===== src/rtl/regfile_sb.sv =====
// Register file with per-register pending (scoreboard) bits and a read-after-issue stall.
// Define RF_BYPASS_EN to forward same-cycle writeback data to the read ports and stall logic.
module regfile_sb #(
    parameter int DATA_W = 32,
    parameter int ADDR_W = 5
) (
    input  logic                 clk,
    input  logic                 reset_n,
    input  logic                 RW,
    input  logic [ADDR_W-1:0]    DA,
    input  logic [DATA_W-1:0]    writeData,
    input  logic [ADDR_W-1:0]    SA,
    input  logic [ADDR_W-1:0]    SB,
    output logic [DATA_W-1:0]    readData1,
    output logic [DATA_W-1:0]    readData2,
    input  logic                 issue,
    input  logic [ADDR_W-1:0]    issue_DA,
    output logic                 stall,
    output logic [2**ADDR_W-1:0] pending
);

    localparam int DEPTH = 2**ADDR_W;

    logic [DATA_W-1:0] r_regs [DEPTH];
    logic [DEPTH-1:0]  r_pending;

    logic              w_wrEn;
    logic              w_issueEn;
    logic [DEPTH-1:0]  w_wrMask;
    logic [DEPTH-1:0]  w_issueMask;
    logic [DEPTH-1:0]  w_pendingNext;
    logic [DEPTH-1:0]  w_pendEff;
    logic [DATA_W-1:0] w_rd1;
    logic [DATA_W-1:0] w_rd2;

    assign w_wrEn      = RW && (DA != '0);
    assign w_issueEn   = issue && (issue_DA != '0);
    assign w_wrMask    = w_wrEn    ? (DEPTH'(1) << DA)       : '0;
    assign w_issueMask = w_issueEn ? (DEPTH'(1) << issue_DA) : '0;

    // Set after clear so a new producer issued alongside a writeback keeps the register pending.
    always_comb begin
        w_pendingNext    = (r_pending & ~w_wrMask) | w_issueMask;
        w_pendingNext[0] = 1'b0;
    end

    always_ff @(posedge clk or negedge reset_n) begin
        if (!reset_n) begin
            for (int i = 0; i < DEPTH; i++) begin
                r_regs[i] <= '0;
            end
            r_pending <= '0;
        end else begin
            if (w_wrEn) begin
                r_regs[DA] <= writeData;
            end
            r_pending <= w_pendingNext;
        end
    end

`ifdef RF_BYPASS_EN
    // A writeback landing this cycle satisfies its consumer immediately.
    assign w_pendEff = r_pending & ~w_wrMask;

    always_comb begin
        w_rd1 = (SA == '0) ? '0 : r_regs[SA];
        w_rd2 = (SB == '0) ? '0 : r_regs[SB];
        if (w_wrEn && (DA == SA)) begin
            w_rd1 = writeData;
        end
        if (w_wrEn && (DA == SB)) begin
            w_rd2 = writeData;
        end
    end
`else
    assign w_pendEff = r_pending;

    always_comb begin
        w_rd1 = (SA == '0) ? '0 : r_regs[SA];
        w_rd2 = (SB == '0) ? '0 : r_regs[SB];
    end
`endif

    // Gating with reset_n keeps forwarded data off the outputs while reset is held.
    assign readData1 = reset_n ? w_rd1 : '0;
    assign readData2 = reset_n ? w_rd2 : '0;
    assign pending   = r_pending;
    assign stall     = reset_n &&
                       (((SA != '0) && w_pendEff[SA]) || ((SB != '0) && w_pendEff[SB]));

endmodule

===== config.mk =====
export PLATFORM = sky130hd
export DESIGN_NAME = regfile_sb
export DESIGN_NICKNAME = d
export VERILOG_FILES = /design/src/rtl/regfile_sb.sv
export SDC_FILE = /design/constraint.sdc
export NUM_CORES = 2
export LEC_CHECK = 0
export ABC_CLOCK_PERIOD_IN_PS = 7000
export CAP_MARGIN = 20
export CORE_ASPECT_RATIO = 0.5
export CORE_MARGIN = 3
export CORE_UTILIZATION = 45
export CTS_CLUSTER_SIZE = 30
export DETAILED_ROUTE_END_ITERATION = 10
export DONT_BUFFER_PORTS = 1
export GPL_ROUTABILITY_DRIVEN = 0
export HOLD_SLACK_MARGIN = 0.15
export PLACE_DENSITY = 0.56
export SLEW_MARGIN = 5
export SYNTH_ARGS = -nofsm -noshare
export SYNTH_HDL_FRONTEND = slang
export SYNTH_SLANG_ARGS = --single-unit

===== constraint.sdc =====
create_clock -name clk -period 7 [get_ports clk]
set_clock_uncertainty 0.2 [all_clocks]
set_input_delay 1.75 -clock clk [delete_from_list [all_inputs] [get_ports clk]]
set_output_delay 1.75 -clock clk [all_outputs]
set_load 0.02 [all_outputs]

# After elaboration in Yosys (flattened, before gate mapping)

Index checks and enable logic that the tools add are counted.

Shift-type cells: 2
Bitwise operators: 6
$lt $le $gt $ge: 6
Reductions and logical operators: 13
Mux-type cells: 19

Operators by type and width:

| kind                   | count |
|---|---|
| $bwmux W1024           | 1 |
| $mux W32               | 11 |
| $bmux W32 S5           | 2 |
| $demux W32 S5          | 1 |
| $shl A1 B5 Y32 const A | 2 |
| $and A32 B32 Y32       | 1 |
| $not A32 Y32           | 1 |
| $or A32 B32 Y32        | 1 |
| $reduce_bool A5 Y1     | 4 |
| $ge A6 B6 Y1 const B   | 3 |
| $not A5 Y6             | 3 |
| $lt A5 B6 Y1 const B   | 2 |
| $bmux W1 S5            | 2 |
| $logic_not A5 Y1       | 2 |
| $logic_and A1 B1 Y1    | 6 |
| $lt A6 B1 Y1 const B   | 1 |
| $mux W1                | 2 |
| $logic_or A1 B1 Y1     | 1 |

Register bits: 1055
Output and inout bits: 97
Input bits: 56
Logic and storage cells: 79

# Logic depth before layout (Yosys ltp)

Depth in word-level cells: 6
Depth in mapped cells: 9
Depth with buffers taken out: 5

# Worst setup path before layout

Ideal clock, no wire load.

Path kind: input-to-output
From: in SA[0]
To: out stall
Required time: 5.050 ns
Arrival: 3.489 ns
Cell stages on the path: 9
Buffers on the path: 4
Setup slack: 1.561 ns
Path through: buf_2 > buf_6 > buf_6 > buf_2 > mux4_2 > mux2i_1 > mux2i_1 > nand3_1 > o221ai_1

Cells in the longest elaborated chain, start to end: 5
Elaborated cells between the ends (all ways): 6
Classes of those cells: mux: 2; reduce/logical: 4

Ends and longest elaborated chain:

| what                          | line | source |
|---|---|---|
| start, declared               | 12   | `input logic [ADDR_W-1:0] SA,` |
| $bmux W1 S5                   | 89   | `(((SA != '0) && w_pendEff[SA]) \|\| ((SB != '0) && w_pendEff[SB]));` |
| $mux W1 (implied by the code) | 89   |  |
| $logic_and A1 B1 Y1 *         | 89   |  |
| $logic_or A1 B1 Y1 *          | 89   |  |
| $logic_and A1 B1 Y1 *         | 88   | `assign stall = reset_n &&` |
| end, declared                 | 18   | `output logic stall,` |

Every way passes the cells marked *; elsewhere a longest branch is shown, timed or not. The select of a mux whose other input is x is not followed.

# Worst setup path in the final report

From: in reset_n
To: out readData2[0]

Cells in the longest elaborated chain, start to end: 1

Ends and longest elaborated chain:

| what            | line | source |
|---|---|---|
| start, declared | 8    | `input logic reset_n,` |
| $mux W32        | 86   | `assign readData2 = reset_n ? w_rd2 : '0;` |
| end, declared   | 15   | `output logic [DATA_W-1:0] readData2,` |

Every way passes these cells.

==> metrics.md <==
| Metric | Value |
|---|---|
| Max Freq | `146 MHz` |
| Multi-input logic area | `28000 um2` |
| CP dominant cell by count | `buf_16` |
| Post-layout util | `49.1%` |
| CTS tree | `built` |
| Die W | `approximately 510 um` |
| Leading cell types in the layout, fill and taps excluded | `dfrtp_1, mux2_2, mux4_2, clkbuf_16, nand3_1` |
| Most area-hungry cell type in the Yosys netlist | `dfrtp_1` |
| Initial antenna violation count | `2` |
| Syn Inst Count | `about 3500` |
| Post-synth EDFFs | `0` |
| Antenna viol nets, final | `0` |
| WL final | `174000 um` |
| Final Setup Violations | `0` |
| Seq. cell area | `between 20000 and 30000 um2` |
| Async set-reset flop share out of synthesis | `100%` |
| I/O pins | `about 150` |
| CP max-delay cell | `o21ai_1` |
| Diode count | `0` |
| Most common flop cell mapped by yosys | `dfrtp_1` |
| Yosys warns | `0` |
| R2R Path End | `pending[15]$_DFF_PN0_` |
| Clock net sink count | `roughly 1100` |
| Post-CTS sizing | `0` |
| Die ar. | `about 130000 um2` |
| Hold Path Stages | `0` |
| Initial DRC count | `~2800` |
| Max Root-Sink Buffers | `3` |
| Post-Syn Area | `roughly 56000 um2` |
| Grt total ovfl | `0` |
| Worst R2R Start | `pending[15]$_DFF_PN0_` |
| Initial DRT Pass Iterations | `5` |
| Path depth of the worst reg2reg path | `2` |
| Rows | `a little over 90` |
| Cells along the critical path | `buf_16, nand3b_1, buf_16, buf_8, o21ai_1` |
| Layout cell share with drive strength beyond 1 | `between 50% and 60%` |
| Area share of the largest cell type after synthesis | `between 40% and 50%` |
| Initial Util | `45.6%` |
| # port buffers | `0` |
| Via count | `approximately 33000` |
| Chip height | `256 um` |
| Reg clk slew, reported paths | `0.06 ns` |
| Slew Viols, Final | `0` |
| Fin. Hold Viols | `0` |
| Synthesized area per cell | `~16 um2` |
| RSZ-0062 raised after global routing | `no` |
| Pwr Density | `roughly 290 nW/um2` |
| Worst min-delay path startpoint | `r_regs[1007]$_DFFE_PN0P_` |
| Peak supply drop | `around 200 uV` |
| Crit path kind | `in2out` |
| Slowest cell delay on critical path | `0.91 ns` |
| Synth Register Bits | `1055` |
| CTS root buffer | `clkbuf_16` |
| Worst Path Required | `around 5 ns` |
| Rel. slew slack | `slightly above 20%` |
| Pleak | `between 0.02 and 0.03 uW` |
| Total power | `around 17000 uW` |
| Crit start category | `input port` |
| Gr usage total | `approximately a quarter` |
| Status | `finished, final reports clean` |
| Number of max-cap violations | `0` |
| CP Capture Type | `output pin` |
| TNS Setup | `0 ns` |
| Num CTS Buffers | `101` |
| First-pass GRT wire length | `251000 um` |
| Fin nets | `3333` |
| Buffers inserted by post-CTS timing repair | `0` |
| Post-route clock period utilization | `98.0%` |
| Worst-Margin Slew | `approximately 1.2 ns` |
| Worst min path class | `reg2reg` |
| Synth unique cells | `between 40 and 50` |
| Post-DP HPWL | `around 87000 um` |
| Register area share after synthesis | `46.8%` |
| CTS H-tree lvls | `3` |
| Worst skew pair latency | `~0.7 ns` |
| Post-Syn Nets | `3604` |
| Number of global-route vias before repair | `between 30000 and 40000` |
| Wire per inst | `about 34 um` |
| Top cells by area, synth | `dfrtp_1, mux4_2, mux2_2` |
| DRC | `0` |
| Crit path DAT | `between 4 and 5 ns` |
| Leading cell type in the layout, fill and taps excluded | `dfrtp_1` |
| FILL cells | `between 10000 and 15000` |
| Min cycle time layout | `between 6 and 7 ns` |
| R2R setup slack | `between 5 and 6 ns` |
| Hold-fix buffers, CTS | `0` |
| P&R area growth vs syn | `7.73%` |
| Hold Path End | `r_regs[1007]$_DFFE_PN0P_` |
| Core area | `~120000 um2` |
| Post-DR vias/cell | `6.55` |
| Peak fanout along the critical path | `177` |
| Largest net degree at the start of global routing | `about 1100` |
-- Yosys cell counts (24+ instances only) --
cell type	number
nor2_1	60
clkbuf_1	205
inv_1	26
nand3_1	70
mux2_2	1021
mux2i_1	50
dfrtp_1	1055
mux4_2	608
o21ai_1	64
buf_6	42
a21oi_1	45
buf_2	86
o21ai_0	24
buf_1	69
-- metal layers --
layer  vias to the layer above  track usage [%]  routed length, um
met2                       949             40.4              79000
met5                         -                0                  0
li1                      13200                -                  -
met1                     18600             39.6              80000
met3                       235             5.01              10400
met4                         0             6.54               4240
-- sequential cells by signal, summed over array words and instances (netlist names) --
signal and flops:
pending 31, r_regs 1024
-- logic make-up after synthesis --
logic type,after synthesis,synth area share (%)
AOI/OAI and AO/OA,157,1.53
and+or+nand+nor,196,1.73
DFF,1055,46.8
buffers and inverters,441,3.79
other,1,0.00665
muxes,1698,46.1
-- how the worst max path moves through the flow --
stage	from	endpoint	slack, ns
6_report	reset_n	readData2[0]	0.14
2_1_floorplan	SA[0]	stall	1.56
4_1_cts	reset_n	readData2[0]	0.81
3_5_place_dp	reset_n	readData2[0]	0.78
5_1_grt	reset_n	readData2[0]	0.09
3_3_place_gp	reset_n	readData2[20]	-0.44
-- where the power goes --
part | leakage (uW) | total, uW | switching, uW | internal (uW)
Clock | 0.00175 | 5940 | 2490 | 3460
Combinational | 0.0104 | 3320 | 1100 | 2220
Sequential | 0.0135 | 8160 | 900 | 7260
-- stage by stage --
step,instance area [um2],instances,setup slack [ns],hold WS (ns)
finish,60700,5033,0.140,0.195
global route,60700,5033,0.0924,0.205
CTS,60400,5022,0.805,0.197
detailed placement,56900,4837,0.777,0.183
global placement,56900,4834,-0.435,0.176
floorplan,56400,3548,1.56,0.241
-- critical path, delay by kind of cell --
| family | cells | cell delay [ns] |
|---|---|---|
| buf+inv | 3 | 1.14 |
| simple gates | 1 | 0.83 |
| compound gates | 1 | 0.91 |
-- cell type report --
| class | instances | share of cell area, % |
|---|---|---|
| flip-flops and latches | 1055 | 43.5 |
| inverters | 26 | 0.161 |
| clock buffers | 153 | 5.05 |
| repair buffers | 41 | 0.927 |
| clock inverters | 32 | 0.768 |
| well taps | 1674 | 3.45 |
| multi-input cells | 2052 | 46.2 |
Note: power is estimated with default switching activity, not from simulation.
